<file path="src/rtl/divider_pkg.sv">
// Shared types and constants for the iterative restoring divider.
// Holds the FSM state enum, the step-counter width helper and the divide-by-zero quotient.
package divider_pkg;

    typedef enum logic [1:0] {
        IDLE  = 2'd0,
        RUN   = 2'd1,
        FIXUP = 2'd2,
        DONE  = 2'd3
    } div_state_e;

    // Wide enough for any practical N; the top slices off the low N bits.
    localparam logic [63:0] DZ_QUOTIENT_ALL = '1;

    function automatic int cnt_width(input int n);
        return $clog2(n + 1);
    endfunction

endpackage

</file>
<file path="src/rtl/divider_step.sv">
// One restoring shift-and-subtract step: shifts a dividend bit into the partial
// remainder and subtracts the divisor when it fits.
module divider_step #(
    parameter int N = 8
) (
    input  logic [N-2:0] rem_i,
    input  logic         bit_i,
    input  logic [N-1:0] divisor_i,
    output logic [N-1:0] rem_o,
    output logic         q_bit_o
);

    logic [N-1:0] window;
    logic [N:0]   diff;

    // The partial remainder's top bit is always zero before a shift, so N bits of window suffice.
    always_comb begin
        window  = {rem_i, bit_i};
        diff    = {1'b0, window} - {1'b0, divisor_i};
        q_bit_o = ~diff[N];
        rem_o   = diff[N] ? window : diff[N-1:0];
    end

endmodule

</file>
<file path="src/rtl/iterative_divider.sv">
// Multi-cycle restoring divider with valid/ready on both sides.
// Signed operation is compiled in only when DIVIDER_SIGNED_EN is defined.
module iterative_divider
    import divider_pkg::*;
#(
    parameter int N = 8
) (
    input  logic         i_clock,
    input  logic         i_reset,
    input  logic         i_valid,
    output logic         o_ready,
    input  logic         i_signed,
    input  logic [N-1:0] i_dividend,
    input  logic [N-1:0] i_divisor,
    output logic         o_valid,
    input  logic         i_ready,
    output logic [N-1:0] o_quotient,
    output logic [N-1:0] o_remainder,
    output logic         o_div_by_zero
);

    localparam int CW = cnt_width(N);

    div_state_e   state_q, state_d;
    logic [N-1:0] shreg_q, shreg_d;
    logic [N-1:0] dvsr_q, dvsr_d;
    logic [N-1:0] rem_q, rem_d;
    logic [N-1:0] quot_q, quot_d;
    logic [CW-1:0] cnt_q, cnt_d;
    logic         dz_q, dz_d;

    logic [N-1:0] a_mag, b_mag;
    logic [N-1:0] step_rem;
    logic         step_qbit;

`ifdef DIVIDER_SIGNED_EN
    logic sgn_q, sgn_d;
    logic negq_q, negq_d;
    logic negr_q, negr_d;
    logic a_neg, b_neg;

    always_comb begin
        a_neg = i_signed & i_dividend[N-1];
        b_neg = i_signed & i_divisor[N-1];
        a_mag = a_neg ? (-i_dividend) : i_dividend;
        b_mag = b_neg ? (-i_divisor) : i_divisor;
    end
`else
    logic unused_signed;
    assign unused_signed = i_signed;

    always_comb begin
        a_mag = i_dividend;
        b_mag = i_divisor;
    end
`endif

    divider_step #(.N(N)) u_step (
        .rem_i     (rem_q[N-2:0]),
        .bit_i     (shreg_q[N-1]),
        .divisor_i (dvsr_q),
        .rem_o     (step_rem),
        .q_bit_o   (step_qbit)
    );

    always_ff @(posedge i_clock or posedge i_reset) begin
        if (i_reset) begin
            state_q <= IDLE;
            shreg_q <= '0;
            dvsr_q  <= '0;
            rem_q   <= '0;
            quot_q  <= '0;
            cnt_q   <= '0;
            dz_q    <= 1'b0;
`ifdef DIVIDER_SIGNED_EN
            sgn_q   <= 1'b0;
            negq_q  <= 1'b0;
            negr_q  <= 1'b0;
`endif
        end else begin
            state_q <= state_d;
            shreg_q <= shreg_d;
            dvsr_q  <= dvsr_d;
            rem_q   <= rem_d;
            quot_q  <= quot_d;
            cnt_q   <= cnt_d;
            dz_q    <= dz_d;
`ifdef DIVIDER_SIGNED_EN
            sgn_q   <= sgn_d;
            negq_q  <= negq_d;
            negr_q  <= negr_d;
`endif
        end
    end

    always_comb begin
        state_d = state_q;
        shreg_d = shreg_q;
        dvsr_d  = dvsr_q;
        rem_d   = rem_q;
        quot_d  = quot_q;
        cnt_d   = cnt_q;
        dz_d    = dz_q;
`ifdef DIVIDER_SIGNED_EN
        sgn_d   = sgn_q;
        negq_d  = negq_q;
        negr_d  = negr_q;
`endif
        case (state_q)
            IDLE: begin
                if (i_valid) begin
                    dz_d = (i_divisor == '0);
`ifdef DIVIDER_SIGNED_EN
                    sgn_d  = i_signed;
                    negq_d = a_neg ^ b_neg;
                    negr_d = a_neg;
`endif
                    if (i_divisor == '0) begin
                        // Remainder reports the raw dividend bits, signed or not.
                        quot_d  = DZ_QUOTIENT_ALL[N-1:0];
                        rem_d   = i_dividend;
                        state_d = DONE;
                    end else begin
                        shreg_d = a_mag;
                        dvsr_d  = b_mag;
                        rem_d   = '0;
                        quot_d  = '0;
                        cnt_d   = CW'(N);
                        state_d = RUN;
                    end
                end
            end
            RUN: begin
                shreg_d = {shreg_q[N-2:0], 1'b0};
                rem_d   = step_rem;
                quot_d  = {quot_q[N-2:0], step_qbit};
                cnt_d   = cnt_q - CW'(1);
                if (cnt_q == CW'(1)) begin
`ifdef DIVIDER_SIGNED_EN
                    state_d = sgn_q ? FIXUP : DONE;
`else
                    state_d = DONE;
`endif
                end
            end
            FIXUP: begin
`ifdef DIVIDER_SIGNED_EN
                if (negq_q) quot_d = -quot_q;
                if (negr_q) rem_d  = -rem_q;
`endif
                state_d = DONE;
            end
            DONE: begin
                if (i_ready) state_d = IDLE;
            end
            default: state_d = IDLE;
        endcase
    end

    always_comb begin
        o_ready       = (state_q == IDLE);
        o_valid       = (state_q == DONE);
        o_quotient    = quot_q;
        o_remainder   = rem_q;
        o_div_by_zero = dz_q;
    end

endmodule

</file>
<file path="config.mk">
export PLATFORM = sky130hd
export DESIGN_NAME = iterative_divider
export DESIGN_NICKNAME = d
export VERILOG_FILES = /design/src/rtl/divider_pkg.sv /design/src/rtl/divider_step.sv /design/src/rtl/iterative_divider.sv
export SDC_FILE = /design/constraint.sdc
export NUM_CORES = 1
export LEC_CHECK = 0
export CELL_PAD_IN_SITES_DETAIL_PLACEMENT = 0
export CELL_PAD_IN_SITES_GLOBAL_PLACEMENT = 1
export CORE_MARGIN = 2
export CORE_UTILIZATION = 40
export CTS_CLUSTER_DIAMETER = 200
export DETAILED_ROUTE_END_ITERATION = 6
export PLACE_DENSITY = 0.87
export SETUP_SLACK_MARGIN = 0.2
export SYNTH_ARGS = -nofsm -noshare
export SYNTH_HDL_FRONTEND = slang
export SYNTH_SLANG_ARGS = --single-unit
</file>
<file path="constraint.sdc">
create_clock -name i_clock -period 2.59 [get_ports i_clock]
set_input_delay 0.259 -clock i_clock [delete_from_list [all_inputs] [get_ports i_clock]]
set_output_delay 0.259 -clock i_clock [all_outputs]
set_load 0.1 [all_outputs]
</file>
==> results_dict.tcl, run 1 <==
set metrics [dict create \
    vias_per_cell 5.43 \
    path_delay_family "compound AO/OA/AOI/OAI gates" \
    clk_latency_ns 0.29 \
    hold_path.class "in -> async" \
    firstDrtPassIters 4 \
    synth_flop_cell "dfrtp_1" \
    grt_pass1_wl_mm 9.50 \
    ys_types 52 \
    cts_max_path_buffers 2 \
    worst_setup_path_start_kind "register" \
    critPathMaxFanout 7 \
    slew_viol_final 0 \
    slew-limit-headroom_pct 66.7 \
    stdcell_count 376 \
    grt.overflow.total 0 \
    setup-violations-final 0 \
    grt_max_degree 40 \
    worstMarginPinSlew_ns 0.500 \
    boundaryPins 40 \
    crit_slowest_cell "fa_1" \
    drt-total-wl_mm 5.64 \
    r2r_cells 8 \
    io_buffers 38 \
    hold_ws_ns 0.383 \
    finalHoldViolCount 0 \
    drive_above_1_share_pct 17.9 \
    crit_chain "inv_1, ha_1, fa_1, nand2b_4, a21oi_4, o21ai_2, a221o_1, o22a_1" \
    start_util_pct 40.9 \
    diodes 0 \
    ys_seq_area_share_pct 41.0 \
    synth.area.top_cells "dfrtp_1 41%, ha_1 7.4%, a21oi_1 4.6%" \
    grt_use_total_pct 18.8 \
    fmax_ghz 0.442 \
    die_h_um 81.1 \
    required_ns 2.77 \
    arrival_ns 2.45 \
    yosysWarnings 0 \
    nets 336 \
    worst-setup-path-type "reg -> reg" \
    synth_area_leader_cell "dfrtp_1" \
    multi_input_area_mm2 0.00129 \
    cap_viol_max_count 0 \
    syn_area_per_cell_um2 9.22 \
    fp.dieW_um 81.1 \
    drtAntennaViolNets 0 \
    drt-wirelength-per-cell_um 15.0 \
    num_rows 28 \
    dr_total_vias 2042 \
    cts_sinks 39 \
    max_stage_delay_ns 0.42 \
    cp.depth 8 \
    h-tree-depth 2 \
    cts_made_buffers 5 \
    fin_setup_tns_ns 0 \
    root_buffer "clkbuf_8" \
    fillerInstances 562 \
    final.min_clock_period_ns 2.26 \
    die_area_mm2 0.00658 \
    rsz0062_at_grt "no" \
    synthCells 258 \
    synth_seq_cells 39 \
    clk_pin_slew_ns 0.08 \
    fin_crit_sh_pct 87.4 \
    yosysTopAreaCellShare_pct 41.0 \
    fin_skew_ns 0.00396 \
    numPlacedInstances 367 \
    antenna_found_initial 0 \
    worst-path-buf-inv 1 \
    seq_area_um2 978 \
    syn_nets 294 \
    synthArstFlopShare_pct 100 \
    end_kind "register" \
    synth-edff-count 0 \
    coreArea_mm2 0.00582 \
    drc_errors 0 \
    dpl.hpwl_mm 4.05 \
    drtIter0Drc 132 \
    area.growth.synth_to_final_pct 23.2 \
    syn_area_mm2 0.00238 \
    gp_congestion 0.842 \
    cts_tree "built" \
    grt_pass1_vias 1973 \
    status "completed" \
]
worst register-to-register path, delay by kind of cell, from the launching register on:
kind                       cells  cell delay, ns
AOI/OAI and AO/OA              4            0.91
and+or+nand+nor                1            0.17
DFF                            1            0.37
adders and majority gates      2            0.63
buffers and inverters          1            0.07
path summary, 6_finish.rpt:
path	end	start	slack, ns
max	o_remainder[2]	shreg_q[7]	0.33
min in group i_clock	o_quotient[7]	o_quotient[7]	0.49
max in group asynchronous	o_remainder[6]	i_reset	1.84
min	o_quotient[2]	i_reset	0.38
min reg2reg	o_quotient[7]	o_quotient[7]	0.49
max reg2reg	o_remainder[2]	shreg_q[7]	0.33
per-stage QoR:
step / setup slack, ns / utilization (%) / cell area [um2]
after CTS: 0.287 / 50.1 / 2920
after global placement: 0.359 / 48.1 / 2800
after floorplan: 0.194 / - / 2380
after global routing: 0.237 / 50.4 / 2930
after detailed placement: 0.316 / 48.1 / 2800
final: 0.326 / 50.4 / 2930
cell usage after synthesis, drive strengths merged, types with 2 or more instances:
cell type  number
nand2b          4
o32ai           2
mux2            5
nor2           25
buf             6
a21o            3
nand3           4
inv            19
nor4            3
o21bai          2
a22o            2
a221o           2
dfrtp          39
nand3b          2
ha             14
a221oi          5
o22ai           9
clkbuf          3
or3b            2
nand2          30
a22oi           2
nor2b           2
a31oi           4
o21ai          21
o211ai          2
o21a            3
nor3            3
and3            2
a21oi          25
a2bb2oi         2
layout by cell type, fill, tap and decap left out, drive strengths merged, types with 2 or more instances in the layout:
cell / instances
nor2: 25
nand3b: 2
o21a: 3
mux2: 5
ha: 14
and3: 2
nand3: 4
nand2: 30
inv: 19
a2bb2oi: 2
a31oi: 4
a221o: 2
o211ai: 2
a21o: 3
or3b: 2
o21bai: 2
nand2b: 4
o22ai: 9
o32ai: 2
nor4: 3
a221oi: 5
buf: 25
clkdlybuf4s50: 19
a22oi: 2
nor2b: 2
a21oi: 25
o21ai: 21
a22o: 2
clkbuf: 6
dfrtp: 39
nor3: 3
cells by family after synthesis:
group                    synth area share, %
buffers and inverters                   5.10
AND/OR/NAND/NOR                         17.1
XOR/XNOR                               0.368
adder cells (fa/ha/maj)                 8.21
multiplexers                            2.79
AO/OA/AOI/OAI                           25.4
flip-flops                              41.0
registers in the layout (all words and copies together), names as in the netlist:
register	count
dvsr_q	8
o_quotient	8
o_remainder	8
shreg_q	8
cnt_q	4
state_q	2
o_div_by_zero	1
layout make-up:
cell class	instances	area share, %
inverters	19	2.43
repair buffers	44	12.9
clock inverters	2	1.20
well taps	75	3.20
flip-flops and latches	39	33.4
multi-input cells	191	44.1
clock buffers	6	2.82
per-layer routing:
layer  GRT usage [%]  part of all wire (%)  vias to the layer above
met3            3.00                   4.4                        9
li1                -                     -                     1012
met2            30.7                    48                       40
met4            5.59                   1.7                        0
met5               0                     0                        -
met1            25.8                    46                      981
repair_timing:
item	CTS	global route
gates resized for setup	0	1
buffers inserted	0	1
hold buffers	0	0
setup endpoints to repair	0	2
Power of run 1 is left out: the tool's default activity adds up to more than one toggle a clock period on the data nets, which glitch-free logic cannot reach.
==> run 2: changes to the inputs <==
--- a/config.mk
+++ b/config.mk
@@ -7,7 +7,7 @@
 export LEC_CHECK = 0
 export CELL_PAD_IN_SITES_DETAIL_PLACEMENT = 0
 export CELL_PAD_IN_SITES_GLOBAL_PLACEMENT = 1
-export CORE_MARGIN = 2
+export CORE_MARGIN = 10
 export CORE_UTILIZATION = 40
 export CTS_CLUSTER_DIAMETER = 200
 export DETAILED_ROUTE_END_ITERATION = 6
==> results_dict.tcl, run 2 (synthesis results as in run 1) <==
set metrics [dict create \
    status "completed" \
    antenna_found_initial 0 \
    critPathMaxFanout 8 \
    die_h_um 97.1 \
    start_util_pct 40.7 \
    fp.dieW_um 97.1 \
    end_kind "register" \
    worst_setup_path_start_kind "register" \
    dr_total_vias 2015 \
    drive_above_1_share_pct 17.7 \
    drc_errors 0 \
    cap_viol_max_count 0 \
    worstMarginPinSlew_ns 0.629 \
    r2r_cells 8 \
    layout_commonest_cell "dfrtp_1" \
    wl_met1_mm 2.57 \
    highest-signal-layer "met4" \
    required_ns 2.81 \
    num_rows 28 \
    route.met2.wl_mm 2.87 \
    fin_crit_sh_pct 86.2 \
    cts_tree "built" \
    slew_viol_final 0 \
    met3_length_um 286 \
    worst-setup-path-type "reg -> reg" \
    fillerInstances 557 \
    hold_path.class "in -> async" \
    clk_latency_ns 0.30 \
    final_area_mm2 0.00292 \
    cts_max_path_buffers 2 \
    setup-violations-final 0 \
    dpl.hpwl_mm 4.32 \
    crit_chain "inv_1, ha_1, fa_1, nand2b_4, a21oi_4, o211ai_4, or3b_1, a21oi_1" \
    max_stage_delay_ns 0.41 \
    nets 335 \
    final_cell_mix "37 x dfrtp_1, 29 x nand2_1, 24 x buf_4" \
    io_buffers 38 \
    cts_sinks 39 \
    slew-limit-headroom_pct 58.0 \
    arrival_ns 2.45 \
    place_ws_ns 0.348 \
    finalHoldViolCount 0 \
    holdBufCountCts 0 \
    hold_ws_ns 0.369 \
    final.min_clock_period_ns 2.23 \
    dpl_cell_area_mm2 0.00279 \
    cts_made_buffers 5 \
    seq_area_um2 978 \
    coreArea_mm2 0.00585 \
    crit_slowest_cell "fa_1" \
    drt-wirelength-per-cell_um 15.4 \
    grt.overflow.total 0 \
    drt-total-wl_mm 5.78 \
    die_area_mm2 0.00943 \
    boundaryPins 40 \
    area.growth.synth_to_final_pct 22.9 \
    grt_pass1_vias 1979 \
    clk_pin_slew_ns 0.09 \
    multi_input_area_mm2 0.00129 \
    drtAntennaViolNets 0 \
    fmax_ghz 0.448 \
    vias_per_cell 5.37 \
    grt_use_total_pct 12.3 \
    root_buffer "clkbuf_8" \
    rsz0062_at_grt "no" \
    h-tree-depth 2 \
    gp_congestion 0.886 \
    grt_pass1_wl_mm 10.1 \
    firstDrtPassIters 4 \
    diodes 0 \
    fin_skew_ns 0.00961 \
    fin_setup_tns_ns 0 \
    grt_max_degree 40 \
    layout_setup_ws_ns 0.359 \
    drtIter0Drc 87 \
]
==> run 2: through the flow <==
step | std cells | utilization, %
6_report | 375 | 50.0
3_3_place_gp | 366 | 47.7
4_1_cts | 374 | 49.7
2_1_floorplan | 258 | -
3_5_place_dp | 366 | 47.7
5_1_grt | 375 | 50.0
==> run 2: final timing paths <==
check / from / slack, ns / end
hold reg to reg: o_quotient[7] / 0.49 / o_quotient[7]
setup / recovery: shreg_q[7] / 0.36 / o_remainder[4]
min in group i_clock: o_quotient[7] / 0.49 / o_quotient[7]
setup reg to reg: shreg_q[7] / 0.36 / o_remainder[4]
hold / removal: i_reset / 0.37 / o_quotient[2]
max in group asynchronous: i_reset / 1.83 / o_remainder[6]
==> run 2: layout make-up <==
type | count | share of cell area, %
Multi-Input combinational cell | 191 | 44.2
Inverter | 19 | 2.44
Timing Repair Buffer | 43 | 12.7
Sequential cell | 39 | 33.5
Tap cell | 75 | 3.21
Clock inverter | 2 | 1.20
Clock buffer | 6 | 2.83
==> run 2: timing repair <==
item                                    CTS  global route
endpoints found under the setup margin    0             3
setup buffers                             0             1
gates resized for setup                   0             1
hold endpoints to repair                  0             0
==> run 2: critical path: cells and delay by family (launching register included) <==
family	cells	cell delay [ns]
DFF	1	0.37
and+or+nand+nor	2	0.58
buffers and inverters	1	0.07
adders and majority gates	2	0.62
AOI/OAI and AO/OA	3	0.52
==> run 2: layer usage <==
metal	vias to the layer above	track usage, %
li1	1007	-
met1	956	15.6
met2	47	20.8
met3	5	1.99
met4	0	3.86
met5	-	0
Power of run 2 is left out for the same reason.
==> run 3: changes to the inputs <==
==> constraint.sdc (replaced) <==
create_clock -name i_clock -period 2.9 [get_ports i_clock]
set_input_delay 0.29 -clock i_clock [delete_from_list [all_inputs] [get_ports i_clock]]
set_output_delay 0.29 -clock i_clock [all_outputs]
set_load 0.1 [all_outputs]
==> results_dict.tcl, run 3 (synthesis results as in run 1) <==
set metrics [dict create \
    crit_chain "inv_1, ha_1, fa_1, nand2b_1, a21oi_4, o211ai_4, or3b_1, a21oi_1" \
    dpl.hpwl_mm 4.40 \
    crit_slowest_cell "fa_1" \
    grt_pass1_vias 1978 \
    grt_use_total_pct 12.2 \
    r2r_cells 8 \
    root_buffer "clkbuf_8" \
    die_h_um 97.1 \
    cts_sinks 39 \
    final_cell_mix "38 x dfrtp_1, 29 x nand2_1, 24 x buf_4" \
    worstMarginPinSlew_ns 0.637 \
    boundaryPins 40 \
    drtIter0Drc 91 \
    drt-total-wl_mm 5.80 \
    drt-wirelength-per-cell_um 15.5 \
    rsz0062_at_grt "no" \
    end_kind "register" \
    fin_skew_ns 0.0105 \
    post_cts_resize_count 0 \
    slew_viol_final 0 \
    vias_per_cell 5.36 \
    diodes 0 \
    dpl_cell_area_mm2 0.00279 \
    clk_pin_slew_ns 0.07 \
    cts_max_path_buffers 2 \
    drtAntennaViolNets 0 \
    antenna_found_initial 0 \
    die_area_mm2 0.00943 \
    fmax_ghz 0.435 \
    stdcell_count 375 \
    coreArea_mm2 0.00585 \
    firstDrtPassIters 4 \
    layout_commonest_cell "dfrtp_1" \
    worst_setup_path_start_kind "register" \
    holdBufCountCts 0 \
    post_cts_buffers 0 \
    io_buffers 38 \
    gp_congestion 0.879 \
    cap_viol_max_count 0 \
    drc_errors 0 \
    max_stage_delay_ns 0.41 \
    drive_above_1_share_pct 16.3 \
    final.min_clock_period_ns 2.30 \
    clk_latency_ns 0.30 \
    grt_max_degree 26 \
    num_rows 28 \
    area.growth.synth_to_final_pct 21.7 \
    fin_crit_sh_pct 79.2 \
    dr_total_vias 2009 \
    cts_made_buffers 5 \
    arrival_ns 2.52 \
    finalHoldViolCount 0 \
    hold_path.class "in -> async" \
    worst-setup-path-type "reg -> reg" \
    fin_setup_tns_ns 0 \
    setup-violations-final 0 \
    start_util_pct 40.7 \
    grt_pass1_wl_mm 9.74 \
    slew-limit-headroom_pct 57.5 \
    critPathMaxFanout 8 \
    status "completed" \
    final_area_mm2 0.00289 \
    numPlacedInstances 367 \
    fp.dieW_um 97.1 \
    required_ns 3.12 \
    nets 335 \
    grt.overflow.total 0 \
    h-tree-depth 2 \
    hold_ws_ns 0.335 \
    cts_tree "built" \
]
==> run 3: cell count changes in the layout (fill, tap and decap cells not counted) <==
cell	before	now
bufinv_16	1	0
clkbuf_1	0	1
clkbuf_8	6	7
clkinv_2	1	0
dfrtp_1	37	38
dfrtp_2	2	1
ha_1	13	14
ha_2	1	0
nand2b_1	3	4
nand2b_4	1	0
==> run 3: cell type report <==
cell class                      instances  area [um2]
Multi-Input combinational cell        191        1280
Inverter                               19        71.3
Sequential cell                        39         977
Clock buffer                            8         100
Tap cell                               75        93.8
Fill cell                             544        2960
Timing Repair Buffer                   43         370
==> run 3: final timing paths <==
| check | slack [ns] | start | to |
|---|---|---|---|
| worst min-delay path | 0.33 | i_reset | shreg_q[6] |
| worst min register to register | 0.49 | o_div_by_zero | o_div_by_zero |
| worst max register to register | 0.60 | shreg_q[7] | o_remainder[4] |
| worst max-delay path | 0.60 | shreg_q[7] | o_remainder[4] |
| max in group asynchronous | 2.31 | i_reset | shreg_q[7] |
| min in group i_clock | 0.49 | o_div_by_zero | o_div_by_zero |
==> run 3: worst max-delay path, delay by kind of cell (launching register included) <==
family          cells  cell delay [ns]
simple gates        2             0.63
fa+ha+maj           2             0.62
compound gates      3             0.55
buf+inv             1             0.07
flops               1             0.37
==> run 3: layer usage <==
| layer | track usage, % | wire length [um] | vias up |
|---|---|---|---|
| met5 | 0 | 0 | - |
| met4 | 4.54 | 85 | 0 |
| met3 | 2.63 | 220 | 6 |
| met2 | 20.6 | 2900 | 32 |
| met1 | 14.8 | 2590 | 964 |
| li1 | - | - | 1007 |
==> run 3: metrics by stage <==
stage	setup WS (ns)	utilization, %
2_1_floorplan	0.376	-
3_3_place_gp	0.659	47.8
3_5_place_dp	0.649	47.8
4_1_cts	0.622	49.5
5_1_grt	0.480	49.5
6_report	0.602	49.5
Power of run 3 is left out for the same reason.
